## config.mk

```make
export PLATFORM = sky130hd
export DESIGN_NAME = heap_array_shifter
export DESIGN_NICKNAME = d
export VERILOG_FILES = /design/src/rtl/heap_pkg.sv /design/src/rtl/heap_array_shifter.sv
export SDC_FILE = /design/constraint.sdc
export NUM_CORES = 1
export LEC_CHECK = 0
export CORE_MARGIN = 2
export CORE_UTILIZATION = 51
export DETAILED_ROUTE_END_ITERATION = 8
export PLACE_DENSITY_LB_ADDON = 0.2
export SLEW_MARGIN = 20
export SYNTH_ARGS = -nofsm -noshare
export SYNTH_HDL_FRONTEND = slang
export SYNTH_SLANG_ARGS = --single-unit
export TNS_END_PERCENT = 30
```

## constraint.sdc

```tcl
create_clock -name clock -period 4.6 [get_ports clock]
set_input_delay 1.15 -clock clock [delete_from_list [all_inputs] [get_ports clock]]
set_output_delay 1.15 -clock clock [all_outputs]
set_load 0.03 [all_outputs]
```

## src/rtl/heap_pkg.sv

```systemverilog
// Shared heap definitions: default geometry, shift op encoding
// and the shifter FSM states.
package heap_pkg;

   localparam int MEM_W    = 12;
   localparam int N_AREA   = 4;
   localparam int N_ARRAYS = 2;

   typedef enum logic {
      SHIFT_UP   = 1'b0,
      SHIFT_DOWN = 1'b1
   } op_t;

   typedef enum logic [2:0] {
      S_IDLE,
      S_READ,
      S_WRITE,
      S_INSERT,
      S_CLEAR,
      S_DONE
   } state_t;

endpackage

```

## src/rtl/heap_array_shifter.sv

```systemverilog
// Multi-cycle insert/remove-at-position engine for one heap area,
// moving one element per read/write cycle pair.
module heap_array_shifter
   import heap_pkg::*;
#(
   parameter int MemoryElementWidth = MEM_W,
   parameter int NArea              = N_AREA,
   parameter int NArrays            = N_ARRAYS,
   parameter int AddrWidth          = $clog2(NArea * NArrays)
) (
   input  logic                          clock,
   input  logic                          reset,
   input  logic                          cmdValid,
   output logic                          cmdReady,
   input  logic                          cmdOp,
   input  logic [MemoryElementWidth-1:0] cmdArray,
   input  logic [MemoryElementWidth-1:0] cmdPos,
   input  logic [MemoryElementWidth-1:0] cmdValue,
   input  logic [MemoryElementWidth-1:0] cmdSize,
   output logic                          done,
   output logic                          doneError,
   output logic [MemoryElementWidth-1:0] doneSize,
   output logic [MemoryElementWidth-1:0] doneValue,
   output logic [AddrWidth-1:0]          memAddr,
   output logic                          memRe,
   input  logic [MemoryElementWidth-1:0] memRdata,
   output logic                          memWe,
   output logic [MemoryElementWidth-1:0] memWdata
);

   localparam int MW = MemoryElementWidth;
   localparam int PW = (NArea > 1) ? $clog2(NArea) : 1;
   localparam logic [MW-1:0] AREA   = MW'(NArea);
   localparam logic [MW-1:0] ARRAYS = MW'(NArrays);
   localparam logic [MW-1:0] ONE    = MW'(1);
   localparam logic [PW-1:0] STEP   = PW'(1);

   state_t state, state_d;
   op_t    op_q, op_d;

   logic [AddrWidth-1:0] base_q, base_d;
   logic [PW-1:0] cur_q, cur_d;
   logic [PW-1:0] pos_q, pos_d;
   logic [PW-1:0] last_q, last_d;
   logic [PW-1:0] dec, inc, off;
   logic [MW-1:0] val_q, val_d;
   logic [MW-1:0] size_q, size_d;
   logic [MW-1:0] dval_q, dval_d;
   logic err_q, err_d;
   logic first_q, first_d;
   logic cap_q, cap_d;
   logic bad_up, bad_down, bad_cmd;

   // size is range-checked before pos, so size+1 never wraps
   assign bad_up   = (cmdSize >= AREA) || (cmdPos > cmdSize);
   assign bad_down = (cmdSize == '0) || (cmdPos >= cmdSize);
   assign bad_cmd  = (cmdArray >= ARRAYS)
                   || (cmdOp ? bad_down : bad_up);

   assign dec = cur_q - STEP;
   assign inc = cur_q + STEP;

   assign cmdReady  = (state == S_IDLE);
   assign done      = (state == S_DONE);
   assign doneError = done && err_q;
   assign doneSize  = size_q;
   assign doneValue = dval_q;

   always_comb begin
      state_d  = state;
      op_d     = op_q;
      base_d   = base_q;
      cur_d    = cur_q;
      pos_d    = pos_q;
      last_d   = last_q;
      val_d    = val_q;
      size_d   = size_q;
      err_d    = err_q;
      first_d  = first_q;
      cap_d    = (state == S_READ) && first_q;
      dval_d   = cap_q ? memRdata : dval_q;
      memRe    = 1'b0;
      memWe    = 1'b0;
      memWdata = '0;
      off      = cur_q;

      unique case (state)
         S_IDLE: begin
            if (cmdValid) begin
               op_d    = op_t'(cmdOp);
               base_d  = AddrWidth'(cmdArray * AREA);
               val_d   = cmdValue;
               dval_d  = '0;
               err_d   = bad_cmd;
               first_d = 1'b0;
               if (bad_cmd) begin
                  size_d  = cmdSize;
                  state_d = S_DONE;
               end else if (op_t'(cmdOp) == SHIFT_UP) begin
                  size_d  = cmdSize + ONE;
                  cur_d   = PW'(cmdSize);
                  pos_d   = PW'(cmdPos);
                  state_d = (cmdSize > cmdPos) ? S_READ : S_INSERT;
               end else begin
                  size_d  = cmdSize - ONE;
                  cur_d   = PW'(cmdPos);
                  last_d  = PW'(cmdSize - ONE);
                  first_d = 1'b1;
                  state_d = S_READ;
               end
            end
         end
         S_READ: begin
            memRe = 1'b1;
            if (op_q == SHIFT_UP) begin
               off     = dec;
               state_d = S_WRITE;
            end else if (first_q) begin
               // fetch of the removed element, not a move
               off     = cur_q;
               first_d = 1'b0;
               state_d = (cur_q < last_q) ? S_READ : S_CLEAR;
            end else begin
               off     = inc;
               state_d = S_WRITE;
            end
         end
         S_WRITE: begin
            memWe    = 1'b1;
            memWdata = memRdata;
            if (op_q == SHIFT_UP) begin
               cur_d   = dec;
               state_d = (dec > pos_q) ? S_READ : S_INSERT;
            end else begin
               cur_d   = inc;
               state_d = (inc < last_q) ? S_READ : S_CLEAR;
            end
         end
         S_INSERT: begin
            memWe    = 1'b1;
            memWdata = val_q;
            off      = pos_q;
            state_d  = S_DONE;
         end
         S_CLEAR: begin
            memWe   = 1'b1;
            off     = last_q;
            state_d = S_DONE;
         end
         S_DONE: state_d = S_IDLE;
         default: state_d = S_IDLE;
      endcase

      memAddr = (memRe || memWe) ? base_q + AddrWidth'(off) : '0;
   end

   always_ff @(posedge clock or negedge reset) begin
      if (!reset) begin
         state   <= S_IDLE;
         op_q    <= SHIFT_UP;
         base_q  <= '0;
         cur_q   <= '0;
         pos_q   <= '0;
         last_q  <= '0;
         val_q   <= '0;
         size_q  <= '0;
         dval_q  <= '0;
         err_q   <= 1'b0;
         first_q <= 1'b0;
         cap_q   <= 1'b0;
      end else begin
         state   <= state_d;
         op_q    <= op_d;
         base_q  <= base_d;
         cur_q   <= cur_d;
         pos_q   <= pos_d;
         last_q  <= last_d;
         val_q   <= val_d;
         size_q  <= size_d;
         dval_q  <= dval_d;
         err_q   <= err_d;
         first_q <= first_d;
         cap_q   <= cap_d;
      end
   end

endmodule

```

==> run metrics, run 1 <==
syn_nets=~480; ANT cells=0; Hold Path End=val_q[2]; peak supply drop=about 0.30 mV; Comb pwr share=52.4%; Multi-input gate area=0.001978 mm2; Hold-fix buffers, CTS=0; Die Y-Extent=between 80 and 90 um; share of layout cells above drive strength 1=under 10%; relative slew slack=between 20% and 30%; count leader, synth=nand2_1; Final setup viols=0; CP required=between 4000 and 5000 ps; Seq cells post-synth=50; Fin. Hold Viols=0; Initial Util=between 50% and 60%; status=complete, no violations; dpl hpwl=6.895 mm; DRC violations left=0; hold path cells=2; crit share post-route=~87%; via count=approximately 3.2k; Final Max Slew Viols=0; FF-to-FF setup slack=around 1600 ps; met1 usage=34.30%; gr usage total=between 20% and 30%; CTS tree=yes; CTS resizes=0; Switch Pwr=0.9178 mW; I/O pins=108; Setup crit end kind=flop; vias in the first global route=between 3k and 4k; max-capacitance violation count=0; M2 GR Usage=40.48%; Setup Fix Bufs, Post-CTS=0; min-delay src=val_q[2]; CP Class=in2reg; RR Startpoint=state[0]; Num Clock Sinks=50; Synth top area share=a little under two fifths; post-synthesis cell type count=between 50 and 60; skew final=about 14 ps; GRT overflow=0; largest net degree at the start of global routing=51; I/O Buffers=approximately 110; cell count after synthesis=about 400; Post-synth top cells=nand2_1 (65), dfrtp_1 (50), nor2_1 (49), mux2i_1 (31), inv_1 (22); worst skew pair latency=300 ps; Int Pwr=1.134 mW; Arrival @ worst endpoint=approximately 4200 ps; fmax=around 0.25 GHz; antenna viol nets, final=0; Clk pwr share=12.5%; drt via density=5.610; mapped cell area=about 0.0034 mm2; Root Driver=clkbuf_8; Ys Warns=0; Num CTS Buffers=5; total negative slack=0 ps; RSZ-0062 raised after global routing=false; Period minus WS final=roughly 4000 ps; Final #Nets=580; Primary FF master, synth=dfrtp_1; Die X=between 80 and 90 um; CP startpoint kind=input port; H-tree depth=2; Routed WL=a little under 9 mm; initial antenna violation count=0; R2R cell count=6; first-pass GRT wire length=14.55 mm; switching share of power=between 40 and 50%; Hold/Removal Path Class=reg2reg; final worst setup slack=between 500 and 600 ps; worst slack, placed=~290 ps; reg2reg end=last_q[0]; Worst-Margin Slew=between 1000 and 1500 ps; post-synthesis sequential area ratio=around 37%; initial DRC count=slightly below 200; CTS Buffer Depth=2; Post-synth EDFFs=0; Static Leak=1.993 nW; Sequential Power Share=35.1%; Core ar.=approximately 0.0064 mm2; clock-pin slew of the registers on the worst-case setup and hold paths=100 ps; Synth async-reset ratio=between 90% and 100%; top cells by area, synth=dfrtp_1 (37%), mux2i_1 (9.1%), nand2_1 (7.2%); row count=29; GRT Max-Usage Layer=met2; drt wl/cell=~16 um; TritonRoute pass-1 iters=4; register area=around 0.0013 mm2; Synth area leader=dfrtp_1; RD Place Congestion=between 0.9 and 1; met3 usage=about 3.3%; Layout area overhead=35.61%; Avg Inst Size Synth=around 8.5 um2; CP Max Fanout=10; # fillers=approximately 520; die footprint=approximately 0.0073 mm2; Power Dens Cells=444.9 mW/mm2
## routing by layer
metal | vias up | wire length, um
met5 | - | 0
met3 | 14 | 498
met2 | 118 | 4338
met4 | 0 | 138
li1 | 1600 | -
met1 | 1494 | 3969
## logic make-up after synthesis
| logic type | Yosys count | share of synthesized area (%) |
|---|---|---|
| flip-flops | 50 | 36.79 |
| XOR/XNOR | 12 | 3.091 |
| AO/OA/AOI/OAI | 67 | 14.09 |
| buffers and inverters | 44 | 5.114 |
| adder cells (fa/ha/maj) | 19 | 6.990 |
| AND/OR/NAND/NOR | 174 | 24.14 |
| multiplexers | 33 | 9.787 |
## flip-flops by register name (all words and copies together) (netlist names)
register and count:
state 3, val_q 12, doneValue 12, cap_q 1, base_q 1, err_q 1, op_q 1, cur_q 2
first_q 1, last_q 2, doneSize 12, pos_q 2
## metrics by stage
step / area, um2 / utilization (%) / cells / hold slack, ps / power (mW)
after global placement: 4519 / 70.77 / 567 / 457.4 / 1.773
after floorplan: 3401 / - / 399 / 438.5 / 1.377
final: 4612 / 72.22 / 575 / 485.1 / 2.052
after detailed placement: 4519 / 70.77 / 567 / 464.2 / 1.803
after global routing: 4612 / 72.22 / 575 / 514.6 / 2.189
after CTS: 4609 / 72.18 / 575 / 488.1 / 2.061
## power groups by stage
stage | clock (mW) | combinational, mW | sequential (mW)
after floorplan | 0 | 0.644 | 0.732
after global placement | 0 | 1.05 | 0.720
after detailed placement | 0 | 1.08 | 0.725
after CTS | 0.263 | 1.08 | 0.716
after global routing | 0.283 | 1.17 | 0.738
final | 0.256 | 1.08 | 0.720
## worst max path at each step
stage                from       end  cells after the start
2_1_floorplan  cmdSize[3]  cur_q[0]                      8
3_3_place_gp   cmdSize[5]  cur_q[0]                      7
3_5_place_dp   cmdSize[8]  cur_q[0]                      7
4_1_cts        cmdSize[8]  cur_q[0]                      7
5_1_grt        cmdSize[8]  cur_q[0]                      7
6_report       cmdSize[5]  cur_q[0]                      7
## layout by cell type, fill, tap and decap left out, types with 3 or more instances in the layout
cell type	count
a31oi_1	4
nand2_1	65
a211oi_1	4
ha_1	19
inv_1	22
o21ai_0	12
nor2_1	48
nor3_1	6
nand3b_1	4
nand2b_1	3
clkbuf_8	5
o21ai_1	9
and3_1	3
a2111oi_2	5
a21oi_1	12
nor4_1	10
nand4_1	7
nand3_1	9
xor2_1	3
buf_4	7
clkdlybuf4s50_1	106
mux2i_1	31
and2_1	3
a211o_1	3
dfrtp_1	50
or4_4	3
xnor2_1	9
## layout make-up
type | instances | area share, %
sequential | 50 | 27.13
clock buffer | 5 | 1.492
tap | 77 | 2.089
multi-input combinational | 305 | 42.89
clock inverter | 3 | 0.4612
inverter | 22 | 1.791
timing repair buffer | 113 | 24.15
## worst max-delay path, stage by stage
cell and delay (ps):
clkdlybuf4s50_1 560, or4_4 630, or4_4 440, a211o_1 500, a211oi_4 430, a21oi_1 120, or3_1 360
(Power assumes the default switching activity.)
==> inputs of run 2 (changes only) <==
Settings changed: CORE_UTILIZATION 51 to 47, PLACE_DENSITY_LB_ADDON 0.2 to 0.08.
Clock period 4.6 ns to 4 ns, I/O delays scaled along.
==> run metrics, run 2 (synthesis gave the netlist of run 1 again) <==
drt via density=5.394 (-3.9%); via count=3274 (+1.5%); worst skew pair latency=310 ps (about the same); drt wl/cell=15.05 um (-3.2%); Core ar.=0.007137 mm2 (+12%); initial antenna violation count=0 (unchanged); die footprint=0.007932 mm2 (+8.1%); DRC violations left=0 (unchanged); Setup crit end kind=flop; Final Max Slew Viols=0 (unchanged); Arrival @ worst endpoint=3750 ps (-450 ps); Placed Cells=599 (+5.6%); fmax=between 0.2 and 0.3 GHz; max-capacitance violation count=0 (unchanged); I/O Buffers=107 (unchanged); dpl hpwl=7.106 mm (+3.1%); row count=31 (+6.9%); Final #Nets=590 (+1.7%); Power Dens Cells=503.9 mW/mm2 (+13%); vias in the first global route=3050 (-0.33%); Final Cell Area=0.004717 mm2 (+2.3%); Final Non-Filler Cells=607 (+5.6%); Static Leak=2.038 nW (+2.3%); status=complete, no violations; Die Y-Extent=89.06 um (+4.0%); Hold/Removal Path Class=reg2reg; # fillers=649 (+24%); Root Driver=clkbuf_8; Hold-fix buffers, CTS=0 (unchanged); Layout area overhead=38.70%; Num Clock Sinks=50 (unchanged); highest-count cells in the layout ignoring fill and taps=clkdlybuf4s50_1 (106), nand2_1 (65), dfrtp_1 (50); Final setup viols=0 (unchanged); Num CTS Buffers=5 (unchanged); CP max stage delay=590 ps (-40 ps); register area=0.001251 mm2 (unchanged); FF-to-FF setup slack=1820 ps (+230 ps); CTS Buffer Depth=2 (unchanged); worst slack, placed=116.2 ps (-170.0 ps); Multi-input gate area=0.001978 mm2 (unchanged); largest net degree at the start of global routing=51 (unchanged); RR Startpoint=state[0]; Worst-Margin Slew=710.5 ps (-393.6 ps); final worst setup slack=445.6 ps (-140.1 ps); Initial Util=47.65% (-5.6 points); RD Place Congestion=0.9369 (+3.0%); highest-delay cell along the critical path=or4_4; post-layout util=66.09% (-6.1 points); hold path cells=2 (unchanged); skew final=18.61 ps (+4.127 ps); H-tree depth=2 (unchanged); antenna viol nets, final=0 (unchanged); overall power=2.377 mW (+16%); relative slew slack=52.64% (+26 points); share of layout cells above drive strength 1=8.071% (+1.8 points); commonest non-fill, non-tap cell in the layout=clkdlybuf4s50_1; CP required=4200 ps (-590 ps); reg2reg end=last_q[0]; initial DRC count=184 (-7.1%); RSZ-0062 raised after global routing=false; critical path startpoint=cmdSize[5]; Setup Fix Bufs, Post-CTS=0 (unchanged); CTS resizes=0 (unchanged); Period minus WS final=3554 ps; Hold Path End=val_q[1]; Fin. Hold Viols=0 (unchanged); clock-pin slew of the registers on the worst-case setup and hold paths=100 ps (about the same); CP Max Fanout=7 (-3); worst hold slack=481.8 ps (-3.267 ps); R2R cell count=6 (unchanged); peak supply drop=0.2106 mV (-31%); min-delay src=val_q[1]; CTS tree=yes; total negative slack=0 ps (unchanged); gr usage total=22.80% (-1.9 points); GRT overflow=0 (unchanged); CP Class=in2reg; ordered list of cells on the worst path=clkdlybuf4s50_1, or4_4, or4_4, a211o_1, a211oi_4, a21oi_1, or3_1; Routed WL=9.136 mm (+2.1%); Area after DPL=0.004622 mm2 (+2.3%); ANT cells=0 (unchanged); crit share post-route=roughly nine tenths; I/O pins=108 (unchanged); CP startpoint kind=input port; first-pass GRT wire length=14.15 mm (-2.8%); TritonRoute pass-1 iters=4 (unchanged); Die X=89.06 um (+4.0%); cell mode on critical path=or4_4
## run 2: changes by cell type in the layout (fill, tap and decap cells not counted)
cell,before,now
clkinvlp_4,1,2
buf_4,7,17
clkinv_4,1,0
clkinv_2,1,0
inv_6,0,1
## run 2: layout make-up
cell class | instances | area share [%]
Sequential cell | 50 | 26.53
Inverter | 22 | 1.751
Timing Repair Buffer | 123 | 25.20
Clock buffer | 5 | 1.459
Clock inverter | 3 | 0.5040
Multi-Input combinational cell | 305 | 41.94
Tap cell | 99 | 2.626
## run 2: worst max-delay path by stage
| stage | endpoint | slack (ps) | depth (start not counted) |
|---|---|---|---|
| 5_1_grt | cur_q[0] | 370 | 7 |
| 3_5_place_dp | cur_q[0] | 120 | 7 |
| 2_1_floorplan | cur_q[0] | 610 | 8 |
| 6_report | cur_q[0] | 450 | 7 |
| 3_3_place_gp | cur_q[0] | 180 | 7 |
| 4_1_cts | doneSize[8] | 450 | 8 |
## run 2: worst max-delay path: cells and delay by family
family / cells / cell delay [ps]
compound gates: 3 / 890
buf+inv: 1 / 470
simple gates: 3 / 1390
## run 2: per-layer routing
metal,up-vias,share of wire (%),global-route usage (%)
met4,0,1.0,5.699
met3,8,6.5,3.601
met5,-,0,0
met1,1535,44,29.96
li1,1615,-,-
met2,116,49,39.48
## run 2: power by group
group	switching, mW	internal, mW
clock	0.178	0.125
combinational	0.728	0.543
sequential	0.154	0.649
==> inputs of run 3 (changes only) <==
Settings changed: REMOVE_ABC_BUFFERS from default to 1.
==> run metrics, run 3 (synthesis gave the netlist of run 1 again) <==
status=complete, no violations; CP delay by family, top=simple AND/OR/NAND/NOR gates; I/O Buffers=107 (unchanged); Root Driver=clkbuf_8; dpl hpwl=6.747 mm (-5.1%); GRT overflow=0 (unchanged); Final Max Slew Viols=0 (unchanged); Worst-Margin Slew=749.7 ps (+39.27 ps); Core ar.=0.007137 mm2 (unchanged); TritonRoute pass-1 iters=4 (unchanged); worst slack, placed=118.3 ps (+2.066 ps); antenna viol nets, final=0 (unchanged); Die X=89.06 um (unchanged); CP startpoint kind=input port; cell mode on critical path=or4_4; ANT cells=0 (unchanged); final worst setup slack=440.2 ps (-5.314 ps); Hold/Removal Path Class=reg2reg; Num CTS Buffers=5 (unchanged); drt wl/cell=14.65 um (-2.7%); Hold-fix buffers, CTS=0 (unchanged); Period minus WS final=3560 ps (+5.314 ps); skew final=7.270 ps (-11.34 ps); DRC violations left=0 (unchanged); Layout area overhead=38.23%; CP required=4180 ps (-20 ps); CP max stage delay=570 ps (-20 ps); highest-count cells in the layout ignoring fill and taps=clkdlybuf4s50_1 (106), nand2_1 (65), dfrtp_1 (50); crit share post-route=88.99% (+0.13 points); largest net degree at the start of global routing=51 (unchanged); ordered list of cells on the worst path=clkdlybuf4s50_1, or4_4, or4_4, a211o_1, buf_4, a2111oi_2, xnor2_1, o21ai_1; peak supply drop=0.2845 mV (+35%); Int Pwr=1.311 mW (-0.48%); I/O pins=108 (unchanged); total negative slack=0 ps (unchanged); die footprint=0.007932 mm2 (unchanged); Sequential Power Share=33.8% (about the same); H-tree depth=2 (unchanged); Die Y-Extent=89.06 um (unchanged); Setup crit end kind=flop; switching share of power=44.20% (-0.38 points); CTS Buffer Depth=2 (unchanged); Clk pwr share=12.1% (-0.6 points); Final Cell Area=0.004701 mm2 (-0.34%); Static Leak=2.028 nW (-0.46%); Comb pwr share=54.1% (+0.6 points); gr usage total=22.47% (-0.33 points); clock-pin slew of the registers on the worst-case setup and hold paths=90 ps (about the same); initial antenna violation count=0 (unchanged); fmax=0.2809 GHz (-0.15%); row count=31 (unchanged); Power Dens Cells=499.9 mW/mm2 (-0.80%); CTS resizes=0 (unchanged); Num Clock Sinks=50 (unchanged); Arrival @ worst endpoint=3740 ps (about the same); max-capacitance violation count=0 (unchanged); Area after DPL=0.004614 mm2 (-0.16%); vias in the first global route=3035 (-0.49%); Worst Path Buf+Inv=2 (+1); CP Class=in2reg; relative slew slack=50.02% (-2.6 points); Fin. Hold Viols=0 (unchanged); Final setup viols=0 (unchanged); first-pass GRT wire length=14.10 mm (-0.34%); worst skew pair latency=300 ps (about the same); RSZ-0062 raised after global routing=false; Placed Cells=598 (-0.17%); Routed WL=8.863 mm (-3.0%); share of layout cells above drive strength 1=7.708% (-0.36 points); highest-delay cell along the critical path=or4_4; CTS tree=yes; RD Place Congestion=0.9033 (-3.6%); commonest non-fill, non-tap cell in the layout=clkdlybuf4s50_1; CP Max Fanout=7 (unchanged); Final #Nets=589 (-0.17%); Switch Pwr=1.039 mW (-2.0%); Setup Fix Bufs, Post-CTS=0 (unchanged); Final Non-Filler Cells=605 (-0.33%); initial DRC count=148 (-20%); drt via density=5.314 (-1.5%); via count=3215 (-1.8%); Initial Util=47.65% (unchanged)
[run 3: layer usage]
layer | GRT usage [%] | vias to the layer above | wire, um
met3 | 3.878 | 13 | 520
met5 | 0 | - | 0
met1 | 30.47 | 1491 | 4074
met2 | 36.97 | 99 | 4110
li1 | - | 1612 | -
met4 | 6.784 | 0 | 158
[run 3: final timing paths]
check                      startpoint           end  slack, ps  cells past startpoint
max reg2reg                  state[0]     last_q[0]       1840                      6
min reg2reg                 base_q[2]     base_q[2]        480                      2
min                         base_q[2]     base_q[2]        480                      2
min in group asynchronous       reset      val_q[1]        710                      1
max in group asynchronous       reset  doneSize[10]       2850                      1
max                        cmdSize[8]   doneSize[6]        440                      8
[run 3: power groups by stage]
| stage | combinational, mW | sequential [mW] | clock, mW |
|---|---|---|---|
| after floorplan | 0.645 | 0.902 | 0 |
| after global placement | 1.26 | 0.798 | 0 |
| after detailed placement | 1.28 | 0.804 | 0 |
| after CTS | 1.29 | 0.794 | 0.294 |
| after global routing | 1.39 | 0.822 | 0.316 |
| final | 1.27 | 0.793 | 0.284 |
[run 3: worst reg2reg max path: stages (launching register included)]
cell and delay, ps:
dfrtp_1 550, nor2_1 230, nand2_1 180, or2_2 340, nor2_1 170, o2111ai_1 250
mux2_2 330
[run 3: layout make-up]
class                      count  area [um2]
inverter                      22       82.58
clock buffer                   5       68.82
multi-input combinational    305        1978
sequential                    50        1251
clock inverter                 2       15.01
tap                           99       123.9
fill                         664        2436
timing repair buffer         122        1181
[run 3: stage by stage]
step | total power, mW | hold slack (ps) | util (%)
after global placement | 2.062 | 455.9 | 64.66
after CTS | 2.374 | 485.5 | 65.83
after global routing | 2.524 | 514.0 | 65.87
after floorplan | 1.546 | 438.5 | -
final | 2.350 | 482.0 | 65.87
after detailed placement | 2.086 | 460.5 | 64.66
